File: src/rtl/spi_nor_writer_if.sv
// Byte-level SPI master link and on-chip memory read port of the NOR page writer.
//
// Toggle handshake: the link is idle while spi_req == spi_ack. The writer
// launches a byte by loading spi_d and inverting spi_req in the same cycle;
// the master finishes it by making spi_ack equal spi_req, and spi_q is valid
// from that point. spi_ack never matches earlier than the cycle after the
// toggle. spi_cs_n only changes while the link is idle.
interface spi_nor_writer_if #(
  parameter int MEM_AW = 16
);
  logic              spi_req;
  logic              spi_ack;
  logic [7:0]        spi_d;
  logic [7:0]        spi_q;
  logic              spi_cs_n;
  logic [MEM_AW-1:0] mem_a;
  logic [7:0]        mem_d;

  modport master (
    output spi_req, spi_d, spi_cs_n, mem_a,
    input  spi_ack, spi_q, mem_d
  );

  modport slave (
    input  spi_req, spi_d, spi_cs_n, mem_a,
    output spi_ack, spi_q, mem_d
  );
endinterface

File: src/rtl/spi_nor_writer.sv
// Programs one page of SPI NOR flash from on-chip memory: optional sector
// erase, then WREN + Page Program, each followed by a status-poll wait.
module spi_nor_writer #(
  parameter int         ADDRCNT  = 3,
  parameter int         MEM_AW   = 16,
  parameter logic [7:0] PP_CMD   = 8'h02,
  parameter logic [7:0] SE_CMD   = 8'h20,
  parameter int         POLL_MAX = 65535
) (
  input  logic                   clk,
  input  logic                   reset_n,
  input  logic                   start_i,
  input  logic                   erase_i,
  input  logic [ADDRCNT*8-1:0]   spi_addr_i,
  input  logic [MEM_AW-1:0]      mem_start_i,
  input  logic [8:0]             len_i,
  spi_nor_writer_if.master       bus,
  output logic                   busy_o,
  output logic                   done_o,
  output logic                   error_o,
  output logic [2:0]             state_o
);

  localparam int         PW        = $clog2(POLL_MAX + 1);
  localparam logic [2:0] ADDR_LAST = 3'(ADDRCNT);
  localparam logic [2:0] DATA_IDX  = 3'(ADDRCNT + 1);
  localparam logic [PW-1:0] POLL_LAST = PW'(POLL_MAX - 1);

  typedef enum logic [2:0] {
    S_IDLE, S_CHECK, S_CSLOW, S_SEND, S_ACK, S_GAP
  } state_t;

  // Frame sequence of one job; the erase steps are skipped when erase=0.
  typedef enum logic [2:0] {
    ST_E_WREN, ST_SE, ST_E_WAIT, ST_P_WREN, ST_PP, ST_P_WAIT
  } step_t;

  state_t                state_q;
  step_t                 step_q;
  step_t                 next_step;
  logic                  erase_q;
  logic [ADDRCNT*8-1:0]  addr_q;
  logic [8:0]            len_q;
  logic [2:0]            idx_q;       // 0 opcode, 1..ADDRCNT address, DATA_IDX payload/poll
  logic [8:0]            data_cnt_q;
  logic [PW-1:0]         poll_cnt_q;
  logic                  gap_q;
  logic                  req_q;
  logic [7:0]            d_q;
  logic                  cs_n_q;
  logic [MEM_AW-1:0]     mem_a_q;
  logic                  busy_q;
  logic                  done_q;
  logic                  error_q;

  logic                  finish_next;
  logic                  is_wait;
  logic                  range_err;
  logic [7:0]            opcode;
  logic [ADDRCNT*8-1:0]  addr_sh;
  logic                  unused_status;

  assign is_wait       = (step_q == ST_E_WAIT) || (step_q == ST_P_WAIT);
  assign range_err     = (len_q != 9'd0) &&
                         (({2'b00, addr_q[7:0]} + {1'b0, len_q}) > 10'd256);
  assign unused_status = ^bus.spi_q[7:1];

  // Opcode, address byte (MSB first) and successor step for the current frame.
  always_comb begin
    next_step   = step_q;
    finish_next = 1'b0;
    opcode      = 8'h06;
    addr_sh     = addr_q >> (8 * (ADDRCNT - int'(idx_q)));
    case (step_q)
      ST_E_WREN: next_step = ST_SE;
      ST_SE: begin
        opcode    = SE_CMD;
        next_step = ST_E_WAIT;
      end
      ST_E_WAIT: begin
        opcode = 8'h05;
        if (len_q != 9'd0) next_step = ST_P_WREN;
        else               finish_next = 1'b1;
      end
      ST_P_WREN: next_step = ST_PP;
      ST_PP: begin
        opcode    = PP_CMD;
        next_step = ST_P_WAIT;
      end
      default: begin
        opcode      = 8'h05;
        finish_next = 1'b1;
      end
    endcase
  end

  // Job sequencer: frames, byte launches, status polling and completion.
  always_ff @(posedge clk) begin
    if (!reset_n) begin
      state_q    <= S_IDLE;
      step_q     <= ST_E_WREN;
      erase_q    <= 1'b0;
      addr_q     <= '0;
      len_q      <= '0;
      idx_q      <= '0;
      data_cnt_q <= '0;
      poll_cnt_q <= '0;
      gap_q      <= 1'b0;
      req_q      <= 1'b0;
      d_q        <= 8'h00;
      cs_n_q     <= 1'b1;
      mem_a_q    <= '0;
      busy_q     <= 1'b0;
      done_q     <= 1'b0;
      error_q    <= 1'b0;
    end else begin
      done_q <= 1'b0;
      case (state_q)
        S_IDLE: begin
          if (start_i) begin
            erase_q <= erase_i;
            addr_q  <= spi_addr_i;
            len_q   <= len_i;
            mem_a_q <= mem_start_i;
            error_q <= 1'b0;
            busy_q  <= 1'b1;
            state_q <= S_CHECK;
          end
        end
        S_CHECK: begin
          if (range_err) begin
            error_q <= 1'b1;
            done_q  <= 1'b1;
            busy_q  <= 1'b0;
            state_q <= S_IDLE;
          end else if (erase_q) begin
            step_q  <= ST_E_WREN;
            state_q <= S_CSLOW;
          end else if (len_q != 9'd0) begin
            step_q  <= ST_P_WREN;
            state_q <= S_CSLOW;
          end else begin
            done_q  <= 1'b1;
            busy_q  <= 1'b0;
            state_q <= S_IDLE;
          end
        end
        S_CSLOW: begin
          cs_n_q     <= 1'b0;
          idx_q      <= '0;
          data_cnt_q <= '0;
          poll_cnt_q <= '0;
          state_q    <= S_SEND;
        end
        S_SEND: begin
          req_q   <= ~req_q;
          state_q <= S_ACK;
          if (idx_q == 3'd0) begin
            d_q <= opcode;
          end else if (idx_q <= ADDR_LAST) begin
            d_q <= addr_sh[7:0];
          end else if (is_wait) begin
            d_q <= 8'hFF;
          end else begin
            // Memory data for mem_a_q has been stable since the previous launch.
            d_q        <= bus.mem_d;
            mem_a_q    <= mem_a_q + 1'b1;
            data_cnt_q <= data_cnt_q + 1'b1;
          end
        end
        S_ACK: begin
          if (req_q == bus.spi_ack) begin
            if (is_wait) begin
              if (idx_q == 3'd0) begin
                idx_q   <= DATA_IDX;
                state_q <= S_SEND;
              end else if (!bus.spi_q[0]) begin
                cs_n_q  <= 1'b1;
                gap_q   <= 1'b0;
                state_q <= S_GAP;
              end else if (poll_cnt_q == POLL_LAST) begin
                cs_n_q  <= 1'b1;
                error_q <= 1'b1;
                done_q  <= 1'b1;
                busy_q  <= 1'b0;
                state_q <= S_IDLE;
              end else begin
                poll_cnt_q <= poll_cnt_q + 1'b1;
                state_q    <= S_SEND;
              end
            end else if ((step_q == ST_SE || step_q == ST_PP) && idx_q < ADDR_LAST) begin
              idx_q   <= idx_q + 1'b1;
              state_q <= S_SEND;
            end else if (step_q == ST_PP && data_cnt_q != len_q) begin
              idx_q   <= DATA_IDX;
              state_q <= S_SEND;
            end else begin
              cs_n_q  <= 1'b1;
              gap_q   <= 1'b0;
              state_q <= S_GAP;
            end
          end
        end
        S_GAP: begin
          if (!gap_q) begin
            gap_q <= 1'b1;
          end else if (finish_next) begin
            done_q  <= 1'b1;
            busy_q  <= 1'b0;
            state_q <= S_IDLE;
          end else begin
            step_q  <= next_step;
            state_q <= S_CSLOW;
          end
        end
        default: state_q <= S_IDLE;
      endcase
    end
  end

  assign bus.spi_req  = req_q;
  assign bus.spi_d    = d_q;
  assign bus.spi_cs_n = cs_n_q;
  assign bus.mem_a    = mem_a_q;
  assign busy_o       = busy_q;
  assign done_o       = done_q;
  assign error_o      = error_q;
  assign state_o      = state_q;

endmodule

File: src/flat_wrapper.sv
// flat-port wrapper written by rule: the top's interface ports become plain ports
module spi_nor_writer_flat 
#(
  parameter int         ADDRCNT  = 3,
  parameter int         MEM_AW   = 16,
  parameter logic [7:0] PP_CMD   = 8'h02,
  parameter logic [7:0] SE_CMD   = 8'h20,
  parameter int         POLL_MAX = 65535
)
  (clk, reset_n, start_i, erase_i, spi_addr_i, mem_start_i, len_i, busy_o, done_o, error_o, state_o, bus_spi_req, bus_spi_d, bus_spi_cs_n, bus_mem_a, bus_spi_ack, bus_spi_q, bus_mem_d);
  spi_nor_writer_if #(.MEM_AW(MEM_AW)) bus_i ();
  input  logic clk;
  input  logic reset_n;
  input  logic start_i;
  input  logic erase_i;
  input  logic [ADDRCNT*8-1:0] spi_addr_i;
  input  logic [MEM_AW-1:0] mem_start_i;
  input  logic [8:0] len_i;
  output logic busy_o;
  output logic done_o;
  output logic error_o;
  output logic [2:0] state_o;
  output wire logic [$bits(bus_i.spi_req)-1:0] bus_spi_req;
  output wire logic [$bits(bus_i.spi_d)-1:0] bus_spi_d;
  output wire logic [$bits(bus_i.spi_cs_n)-1:0] bus_spi_cs_n;
  output wire logic [$bits(bus_i.mem_a)-1:0] bus_mem_a;
  input wire logic [$bits(bus_i.spi_ack)-1:0] bus_spi_ack;
  input wire logic [$bits(bus_i.spi_q)-1:0] bus_spi_q;
  input wire logic [$bits(bus_i.mem_d)-1:0] bus_mem_d;
  assign bus_spi_req = bus_i.spi_req;
  assign bus_spi_d = bus_i.spi_d;
  assign bus_spi_cs_n = bus_i.spi_cs_n;
  assign bus_mem_a = bus_i.mem_a;
  assign bus_i.spi_ack = bus_spi_ack;
  assign bus_i.spi_q = bus_spi_q;
  assign bus_i.mem_d = bus_mem_d;
  spi_nor_writer #(.ADDRCNT(ADDRCNT), .MEM_AW(MEM_AW), .PP_CMD(PP_CMD), .SE_CMD(SE_CMD), .POLL_MAX(POLL_MAX)) u_core (.clk(clk), .reset_n(reset_n), .start_i(start_i), .erase_i(erase_i), .spi_addr_i(spi_addr_i), .mem_start_i(mem_start_i), .len_i(len_i), .bus(bus_i), .busy_o(busy_o), .done_o(done_o), .error_o(error_o), .state_o(state_o));
endmodule
File: config.mk
export PLATFORM = sky130hd
export DESIGN_NAME = spi_nor_writer_flat
export DESIGN_NICKNAME = d
export VERILOG_FILES = /design/src/rtl/spi_nor_writer_if.sv /design/src/rtl/spi_nor_writer.sv /design/src/flat_wrapper.sv
export SDC_FILE = /design/constraint.sdc
export NUM_CORES = 1
export LEC_CHECK = 0
export CAP_MARGIN = 5
export CORE_UTILIZATION = 53
export DETAILED_ROUTE_END_ITERATION = 8
export GPL_TIMING_DRIVEN = 0
export PLACE_DENSITY = 0.81
export SLEW_MARGIN = 20
export SYNTH_ARGS = -nofsm -noshare
export SYNTH_HDL_FRONTEND = slang
export SYNTH_SLANG_ARGS = --single-unit
File: constraint.sdc
create_clock -name clk -period 3.3 [get_ports clk]
set_clock_uncertainty 0.1 [all_clocks]
set_input_delay 0.33 -clock clk [delete_from_list [all_inputs] [get_ports clk]]
set_output_delay 0.33 -clock clk [all_outputs]
set_load 0.005 [all_outputs]
==> impl_metrics.toml <==
[outcome]
status = "finished, final reports clean"

[critical_path]
worst-endpoint-arrival_ns = 3.27
r2r_start = "u_core.len_q[0]"
path_class = "reg2reg"
endpoint_kind = "flip-flop"
required_ns = 3.50
cp_max_fo = 5
critPathLaunchType = "flip-flop"
crit_path_start = "u_core.len_q[0]"
r2r_slack_ns = 0.23
worstRegToRegCells = 10
reg2reg_to = "u_core.state_o[1]"

[logic_synthesis]
syn_inst = 713
yosys.area.top_type = "dfxtp_1"
synth_warnings = 0
synth_cell_type_count = 62
synth_edf_count = 0
synth.ff_latch_count = 98
synth.area.top_cells = "dfxtp_1, nand2_1, a21oi_1"
synth_nets = 800
synth.avg_cell_area_um2 = 7.66
async_flop_share_pct = 0
synthFlopType = "dfxtp_1"
synth_seq_area_share_pct = 35.9
synth_top_area_share_pct = 35.9
syn_area_um2 = 5460

[route]
dr.pass1.iters = 5
routed_wl_um = 15500
num_vias = 5631
vias_per_cell = 5.88
drc_errors = 0
wl_per_cell_um = 16.2
ant_nets = 0
drt_iter0_drc = 365

[die]
die_x_um = 103
core-area_um2 = 9860
start_util_pct = 55.3
die-area_um2 = 10700
fp-row-count = 36
ios = 102
die_h_um = 103

[clock_tree]
ctsHoldBuffers = 0
cts_tree = "built"
cts_root_buffer = "clkbuf_8"
clkSlewWorstSetupHoldPaths_ns = 0.10
clock_latency_ns = 0.37
htree_levels = 3
numCtsBuffers = 9
cts.sinks = 98
clockBufferDepth = 2

[min_path]
hp-class = "reg2reg"
hp-start = "u_core.addr_q[10]"
holdPathEnd = "u_core.addr_q[10]"
holdPathStages = 2

[grt]
grt_use_total_pct = 29.7
antenna_found_initial = 0
first_global_vias = 5119
grt_max_degree = 18
grt_pass1_wl_um = 24600
gr-total-overflow = 0

[power]
p_leak_uw = 0.00236
swShare_pct = 39.3
combPwrFrac_pct = 42.1
clkPwrFrac_pct = 19.6
internal_power_uw = 2540
p_seq_share_pct = 38.3
p_sw_uw = 1640
total_power_uw = 4190
ir_drop_mv = 0.402
power_per_cell_area_nw_per_um2 = 615

[timing]
clock.fmax_ghz = 0.325
worstMarginPinSlew_ns = 0.679
period_share_pct = 93.2
report.final.slew_viol_count = 0
final.min_clock_period_ns = 3.07
final_hold_viol_count = 0
slew_headroom_pct = 54.7
rsz0062_at_grt = "false"
hold_ws_ns = 0.366
setup_viol = 0

[cells_and_area]
final_cell_area_um2 = 6810
final_common_cell = "nand2_1"
insertedDiodeCount = 0
drive_gt1_share_pct = 5.09
nets = 907
area_growth_pct = 24.7
fin_util_pct = 69.0
n_fill_cell = 824
final_cell_mix = "nand2_1, dfxtp_1, clkdlybuf4s50_1"

[placed_design]
finalWeightedCongestion = 0.950
dp_hpwl_um = 11700
io_buffers = 94
place_area_um2 = 6570

[flow_run]
maxCapViolations = 0
==> metrics by stage <==
step	TNS [ns]	worst slack, ns	cells
detailed placement	-0.532	-0.146	940
global route	0	0.0110	958
global placement	-0.359	-0.140	940
floorplan	0	0.582	713
CTS	0	0.0165	956
finish	0	0.226	958
==> synthesized netlist by cell type, types with 15 or more instances <==
library cell	instances
xnor2_1	20
clkbuf_1	36
a21oi_1	73
nor3_1	20
nor2_1	75
o21ai_0	28
inv_1	23
dfxtp_1	98
xor2_1	15
ha_1	16
nand3_1	22
nand2_1	116
==> layer usage <==
layer  track usage [%]  routed length, µm
met1              37.8               6740
met2              52.0               7670
met3              4.37                885
met4              8.99                256
met5                 0                  0
==> critical path, cell delays in order (launching register included) <==
cell and delay (ns):
dfxtp_1 0.40, ha_1 0.20, inv_1 0.06, fa_1 0.39, nand2b_1 0.18, a21oi_1 0.18
mux2_2 0.36, nor4_1 0.32, a21oi_2 0.17, or4_1 0.50, a21oi_1 0.15
==> area by class of cell <==
cell class,count,area (µm²),area share [%]
Buffer,41,166,2.44
Clock buffer,10,138,2.02
Clock inverter,6,71.3,1.05
Inverter,24,90.1,1.32
Multi-Input combinational cell,550,3260,47.8
Sequential cell,98,1960,28.8
Tap cell,133,166,2.44
Timing Repair Buffer,96,956,14.0
==> cell families (layout without fill, tap and decap cells) <==
family	Yosys count	count (layout)	synth area share, %
fa+ha+maj	17	17	4.03
compound gates	182	182	21.5
flops	98	98	35.9
buf+inv	65	177	4.70
mux	16	16	3.03
simple gates	300	300	25.2
xor+xnor	35	35	5.62
==> power groups by stage <==
stage	sequential, µW	combinational, µW	clock (µW)
after CTS	1600	1730	840
after detailed placement	1620	1720	0
after global routing	1630	1940	886
final	1600	1760	821
after floorplan	1570	1140	0
after global placement	1610	1670	0
==> state kept, by name, indices dropped and copies added (netlist names) <==
| signal | cells |
|---|---|
| u_core.addr_q | 24 |
| u_core.bus.mem_a | 16 |
| u_core.gap_q | 1 |
| u_core.step_q | 3 |
| u_core.busy_o | 1 |
| u_core.idx_q | 3 |
| u_core.done_o | 1 |
| u_core.bus.spi_req | 1 |
| u_core.poll_cnt_q | 16 |
| u_core.erase_q | 1 |
| u_core.data_cnt_q | 9 |
| u_core.error_o | 1 |
| u_core.len_q | 9 |
| u_core.bus.spi_d | 8 |
| u_core.bus.spi_cs_n | 1 |
| u_core.state_o | 3 |
==> timing repair <==
action / 4_1_cts / 5_1_grt
resized for setup: 2 / 4
setup buffers: 0 / 2
pin swaps: 0 / 1
endpoints found under the setup margin: 15 / 25
hold endpoints to repair: 0 / 0
==> worst max path at each step <==
| stage | end | slack (ns) | cells after the start |
|---|---|---|---|
| final | u_core.state_o[1] | 0.23 | 10 |
| after CTS | u_core.data_cnt_q[5] | 0.02 | 10 |
| after floorplan | u_core.state_o[1] | 0.58 | 10 |
| after global routing | u_core.data_cnt_q[5] | 0.01 | 11 |
| after detailed placement | u_core.bus.mem_a[11] | -0.15 | 10 |
| after global placement | u_core.bus.mem_a[11] | -0.14 | 10 |
Note: power is estimated with default switching activity, not from simulation.
==> RTL change 1, RTL diff (same settings) <==
Make the reset (`reset_n`) asynchronous in one clocked block.
--- a/src/rtl/spi_nor_writer.sv
+++ b/src/rtl/spi_nor_writer.sv
@@ -96,5 +96,5 @@
 
   // Job sequencer: frames, byte launches, status polling and completion.
-  always_ff @(posedge clk) begin
+  always_ff @(posedge clk or negedge reset_n) begin
     if (!reset_n) begin
       state_q    <= S_IDLE;
Check against the original RTL: differs if reset_n is asserted again (counterexample within 4 cycles, from zero or initial values and one cycle with reset_n low); with reset_n held inactive, the same outputs for 10 cycles.
==> RTL change 1 against the unedited design <==
Final cell count is 9.8% lower. Worst setup slack got worse by 0.027 ns. Power up 46%. Final area increased by 6.0%. First-iteration DRC count grew 16%. Combinational power up 76%. Synthesized cell count shrank 14%. Area after synthesis up 6.7%. Die area is 6.6% higher. Routed wire length shrank 8.0%. Sequential share of layout area up 5.2 points. Sequential cell count did not move. Hold slack worse by 0.069 ns.
==> RTL change 1: results (changes against the unedited design) <==
Parameter                              Value

Finish
  Net count reported at finish ... 810 (was 907)
  Fraction of layout cells with a size suffix above 1 ... 12.5% (was 5.09%)
  Fillers ... 815 (was 824)

Pwr
  Switching power ... 2.46 mW (was 1.64 mW)
  Power in the clock group ... 932 uW (was 821 uW)
  Sequential cell fraction of total power ... 34.4% (was 38.3%)
  Leakage dissipation ... 2.90 nW (was 2.36 nW)

Clocking
  Cts-stage hold buffer count ... 1 (was 0)
  Number of cells upsized or downsized after cts ... 0 (was 2)

Synth
  Largest cells by area after synthesis ... dfrtp_1 42%, mux2_2 7.2%, nor2_1 4.4% (was dfxtp_1 36%, nand2_1 8.0%, a21oi_1 6.7%)
  Most used flip-flop cell after synthesis ... dfrtp_1 (was dfxtp_1)
  Unique masters post-synth ... 78 (was 62)
  Mean instance size in the synthesized netlist ... 9.46 sq um (was 7.66 sq um)

Placed design
  Worst setup timing slack at the placement stage ... 0.303 ns (was -0.146 ns)
  Dpl cells ... 847 (was 940)
  Routability cong. ... 0.902 (was 0.950)
  Area after detailed placement ... 6970 sq um (was 6570 sq um)

Critical path
  Crit-path max cell delay ... 0.46 ns (was 0.50 ns)
  WP data arrival ... 3.23 ns (was 3.27 ns)
  Critical path's slowest cell ... nor4_4 (was or4_1)
  Family of cells with the greatest summed delay on the critical path ... buffers and inverters (was simple AND/OR/NAND/NOR gates)

GRT
  Met1 global-route usage ... 36.0% (was 37.8%)
  Met3 Use GR ... 4.19% (was 4.37%)
  Largest net degree at the start of global routing ... 70 (was 18)
  Vias in the first global route ... 5149 (was 5119)
  Aggregate global-route resource usage ... 26.6% (was 29.7%)
  Met2 Resource Use GR ... 43.8% (was 52.0%)

Run status
  Status ... complete, no violations (unchanged)

Route
  Routed vias ... 5181 (was 5631)
==> RTL change 1: cell types whose count changed after synthesis, moves of 8 or more <==
cell      unedited run  this run
a21oi_1             73        49
o21ai_0             28        45
mux2_2               4        37
nand2_1            116        44
dfxtp_1             98         0
dfrtp_1              0        97
xor2_1              15         7
clkbuf_1            36        13
a311oi_1             9         0
==> RTL change 1: worst paths after layout <==
kind | to | slack, ns | cells past startpoint
setup / recovery | u_core.bus.mem_a[1] | 0.20 | 9
hold / removal | u_core.bus.spi_d[6] | 0.30 | 2
setup reg to reg | u_core.bus.mem_a[1] | 0.20 | 9
hold reg to reg | u_core.bus.spi_d[7] | 0.39 | 2
max in group asynchronous | u_core.bus.spi_cs_n | 2.12 | 3
min in group clk | u_core.bus.spi_d[7] | 0.39 | 2
==> RTL change 1: layout make-up <==
type	instances	area [sq um]	area share, %
Clock buffer	10	128	1.77
Buffer	28	140	1.94
Multi-Input combinational cell	471	3160	43.8
Sequential cell	98	2450	34.0
Clock inverter	6	113	1.56
Inverter	19	71.3	0.988
Timing Repair Buffer	96	980	13.6
Tap cell	136	170	2.36
==> RTL change 1: logic make-up after synthesis <==
| family | after synthesis | synth area share (%) |
|---|---|---|
| XOR/XNOR | 28 | 4.21 |
| AO/OA/AOI/OAI | 162 | 18.1 |
| adder cells (fa/ha/maj) | 17 | 3.78 |
| buffers and inverters | 47 | 3.63 |
| flip-flops | 98 | 42.1 |
| multiplexers | 45 | 8.57 |
| AND/OR/NAND/NOR | 219 | 19.6 |
==> RTL change 1: layer usage <==
layer	part of all wire, %	vias to the layer above
met4	1.1	0
met5	0	-
li1	-	2444
met2	48	199
met1	45	2520
met3	5.8	18
==> RTL change 2, RTL diff (same settings) <==
Without the edit above. `ADDRCNT` is set to 3 in 2 places; all go to 5.
--- a/src/rtl/spi_nor_writer.sv
+++ b/src/rtl/spi_nor_writer.sv
@@ -2,5 +2,5 @@
 // erase, then WREN + Page Program, each followed by a status-poll wait.
 module spi_nor_writer #(
-  parameter int         ADDRCNT  = 3,
+  parameter int         ADDRCNT  = 5,
   parameter int         MEM_AW   = 16,
   parameter logic [7:0] PP_CMD   = 8'h02,
--- a/src/flat_wrapper.sv
+++ b/src/flat_wrapper.sv
@@ -2,5 +2,5 @@
 module spi_nor_writer_flat 
 #(
-  parameter int         ADDRCNT  = 3,
+  parameter int         ADDRCNT  = 5,
   parameter int         MEM_AW   = 16,
   parameter logic [7:0] PP_CMD   = 8'h02,
Interface: changed (resized spi_addr_i); port bits go from 102 to 118. No check against the original RTL was run, so the function may have changed too.
==> RTL change 2 against the unedited design <==
Sequential power is 5% higher. Worst setup slack worse by 0.018 ns. Power is 13% higher. Routed wire length is 7.4% higher. Via count is 10% higher. Die area is 13% higher. Final cell count is 12% higher. Final area is 18% higher. Sequential share of layout area is 0.52 points lower. Maximum frequency is 0.58% lower. Area after synthesis is 14% higher. First-iteration DRC count is 40% higher. Sequential cell count is 16 higher. Largest cell class unchanged.
==> RTL change 2: results (changes against the unedited design) <==
Parameter                              Value

Clocking
  Number of cells upsized or downsized after cts ... 0 (was 2)
  Clock slew at the register clock pins of the worst setup and hold paths ... 0.05 ns (was 0.10 ns)
  Num CTS Buffers ... 17 (was 9)
  Source-to-sink clock delay at the later pin of the worst-skew pair ... 0.43 ns (was 0.37 ns)
  Cell at the root of the clock tree ... clkbuf_16 (was clkbuf_8)

Synth
  Sequential fraction of the synthesis area ... 36.8% (was 35.9%)
  Gate count after technology mapping ... 792 (was 713)
  Largest cells by area after synthesis ... dfxtp_1 37%, nand2_1 9.2%, a21oi_1 7.1% (was dfxtp_1 36%, nand2_1 8.0%, a21oi_1 6.7%)
  Net count after synthesis ... 895 (was 800)
  Most frequent cells after synthesis ... 152 x nand2_1, 114 x dfxtp_1, 88 x a21oi_1 (was 116 x nand2_1, 98 x dfxtp_1, 75 x nor2_1)
  Unique masters post-synth ... 72 (was 62)

Critical path
  Worst setup endpoint ... u_core.idx_q[0] (was u_core.state_o[1])
  Worst-path fanout max ... 10 (was 5)
  Endpoint of the worst-slack reg-to-reg timing path ... u_core.idx_q[0] (was u_core.state_o[1])
  Setup slack of the worst register-to-register path ... 0.21 ns (was 0.23 ns)
  WP data arrival ... 3.35 ns (was 3.27 ns)
  Launching instance or port of the critical path ... u_core.idx_q[1] (was u_core.len_q[0])

GRT
  Largest net degree at the start of global routing ... 17 (was 18)
  First-pass GRT wire length ... 26500 um (was 24600 um)
  Vias in the first global route ... 5453 (was 5119)

Pwr
  Leakage dissipation ... 2.91 nW (was 2.36 nW)
  Worst supply voltage drop on vdd ... 477 uV (was 402 uV)

Route
  Drt wl/cell ... 15.5 um (was 16.2 um)
  Iteration-0 DRC count of the detailed router ... 510 (was 365)
  Initial DRT Pass Iterations ... 6 (was 5)
  Routed vias ... 6198 (was 5631)

Timing
  Slew at the pin closest to its max-slew limit ... 0.798 ns (was 0.679 ns)

Finish
  Final std cells w/o fill ... 1077 (was 958)
  Flip-flop count of the largest register, all copies and words added ... 40 (was 24)
  Fraction of layout cells with a size suffix above 1 ... 5.89% (was 5.09%)
  Fillers ... 952 (was 824)

Run status
  Status ... complete, no violations (unchanged)

Min path
  Min-delay src ... spi_addr_i[27] (was u_core.addr_q[10])
  Class of the tightest hold or removal check ... input port to flip-flop (was flip-flop to flip-flop)

Placed design
  Routability cong. ... 0.876 (was 0.950)
  Number of buffer cells added on primary ports ... 110 (was 94)
  Sum of net half-perimeters after detailed placement ... 12200 um (was 11700 um)
RTL change 2: worst min path at each step:
stage | to | depth (start not counted)
2_1_floorplan | u_core.addr_q[16] | 2
3_3_place_gp | u_core.addr_q[21] | 2
3_5_place_dp | u_core.addr_q[21] | 2
4_1_cts | u_core.addr_q[20] | 3
5_1_grt | u_core.addr_q[27] | 3
6_report | u_core.addr_q[27] | 3
RTL change 2: final cells by class:
class | instances | share of cell area, %
Multi-Input combinational cell | 608 | 45.4
Inverter | 18 | 0.838
Buffer | 52 | 2.45
Sequential cell | 114 | 28.3
Tap cell | 143 | 2.22
Clock buffer | 21 | 5.83
Clock inverter | 11 | 1.32
Timing Repair Buffer | 110 | 13.7
RTL change 2: critical path, cell delays in order, from the launching register on:
cell and delay, ns:
dfxtp_1 0.41, buf_2 0.33, inv_1 0.12, ha_1 0.26
mux2i_2 0.31, nor4_1 0.11, a41oi_1 0.36, o21ai_0 0.19
a21o_1 0.27, or4_1 0.41, a21boi_0 0.15
RTL change 2: where the power goes:
group	total, mW	switching (mW)	internal, mW
Sequential	1.68	0.148	1.53
Combinational	1.31	0.740	0.565
Clock	1.76	0.666	1.09
Total	4.74	1.55	3.19
RTL change 2: cell families (layout without fill, tap and decap cells):
family	Yosys count	in the layout	synth area share, %
adders and majority gates	17	17	3.55
buffers and inverters	70	212	4.28
and+or+nand+nor	333	333	24.8
AOI/OAI and AO/OA	209	209	21.7
DFF	114	114	36.8
muxes	15	15	4.03
xor gates and xnor gates	34	34	4.80
RTL change 2: per-layer routing:
| layer | track usage [%] | vias up | wire [um] |
|---|---|---|---|
| li1 | - | 3076 | - |
| met1 | 37.4 | 2826 | 7420 |
| met2 | 45.8 | 256 | 7700 |
| met3 | 6.41 | 40 | 1170 |
| met4 | 12.3 | 0 | 413 |
| met5 | 0 | - | 0 |
RTL change 2: stage by stage:
step	cell area (sq um)	setup WS, ns	util, %	hold slack [ns]
floorplan	6200	0.529	-	0.333
global placement	7480	0.230	65.5	0.341
detailed placement	7480	0.186	65.5	0.346
CTS	8060	0.157	70.6	0.346
global route	8060	0.0424	70.6	0.366
finish	8060	0.208	70.6	0.348
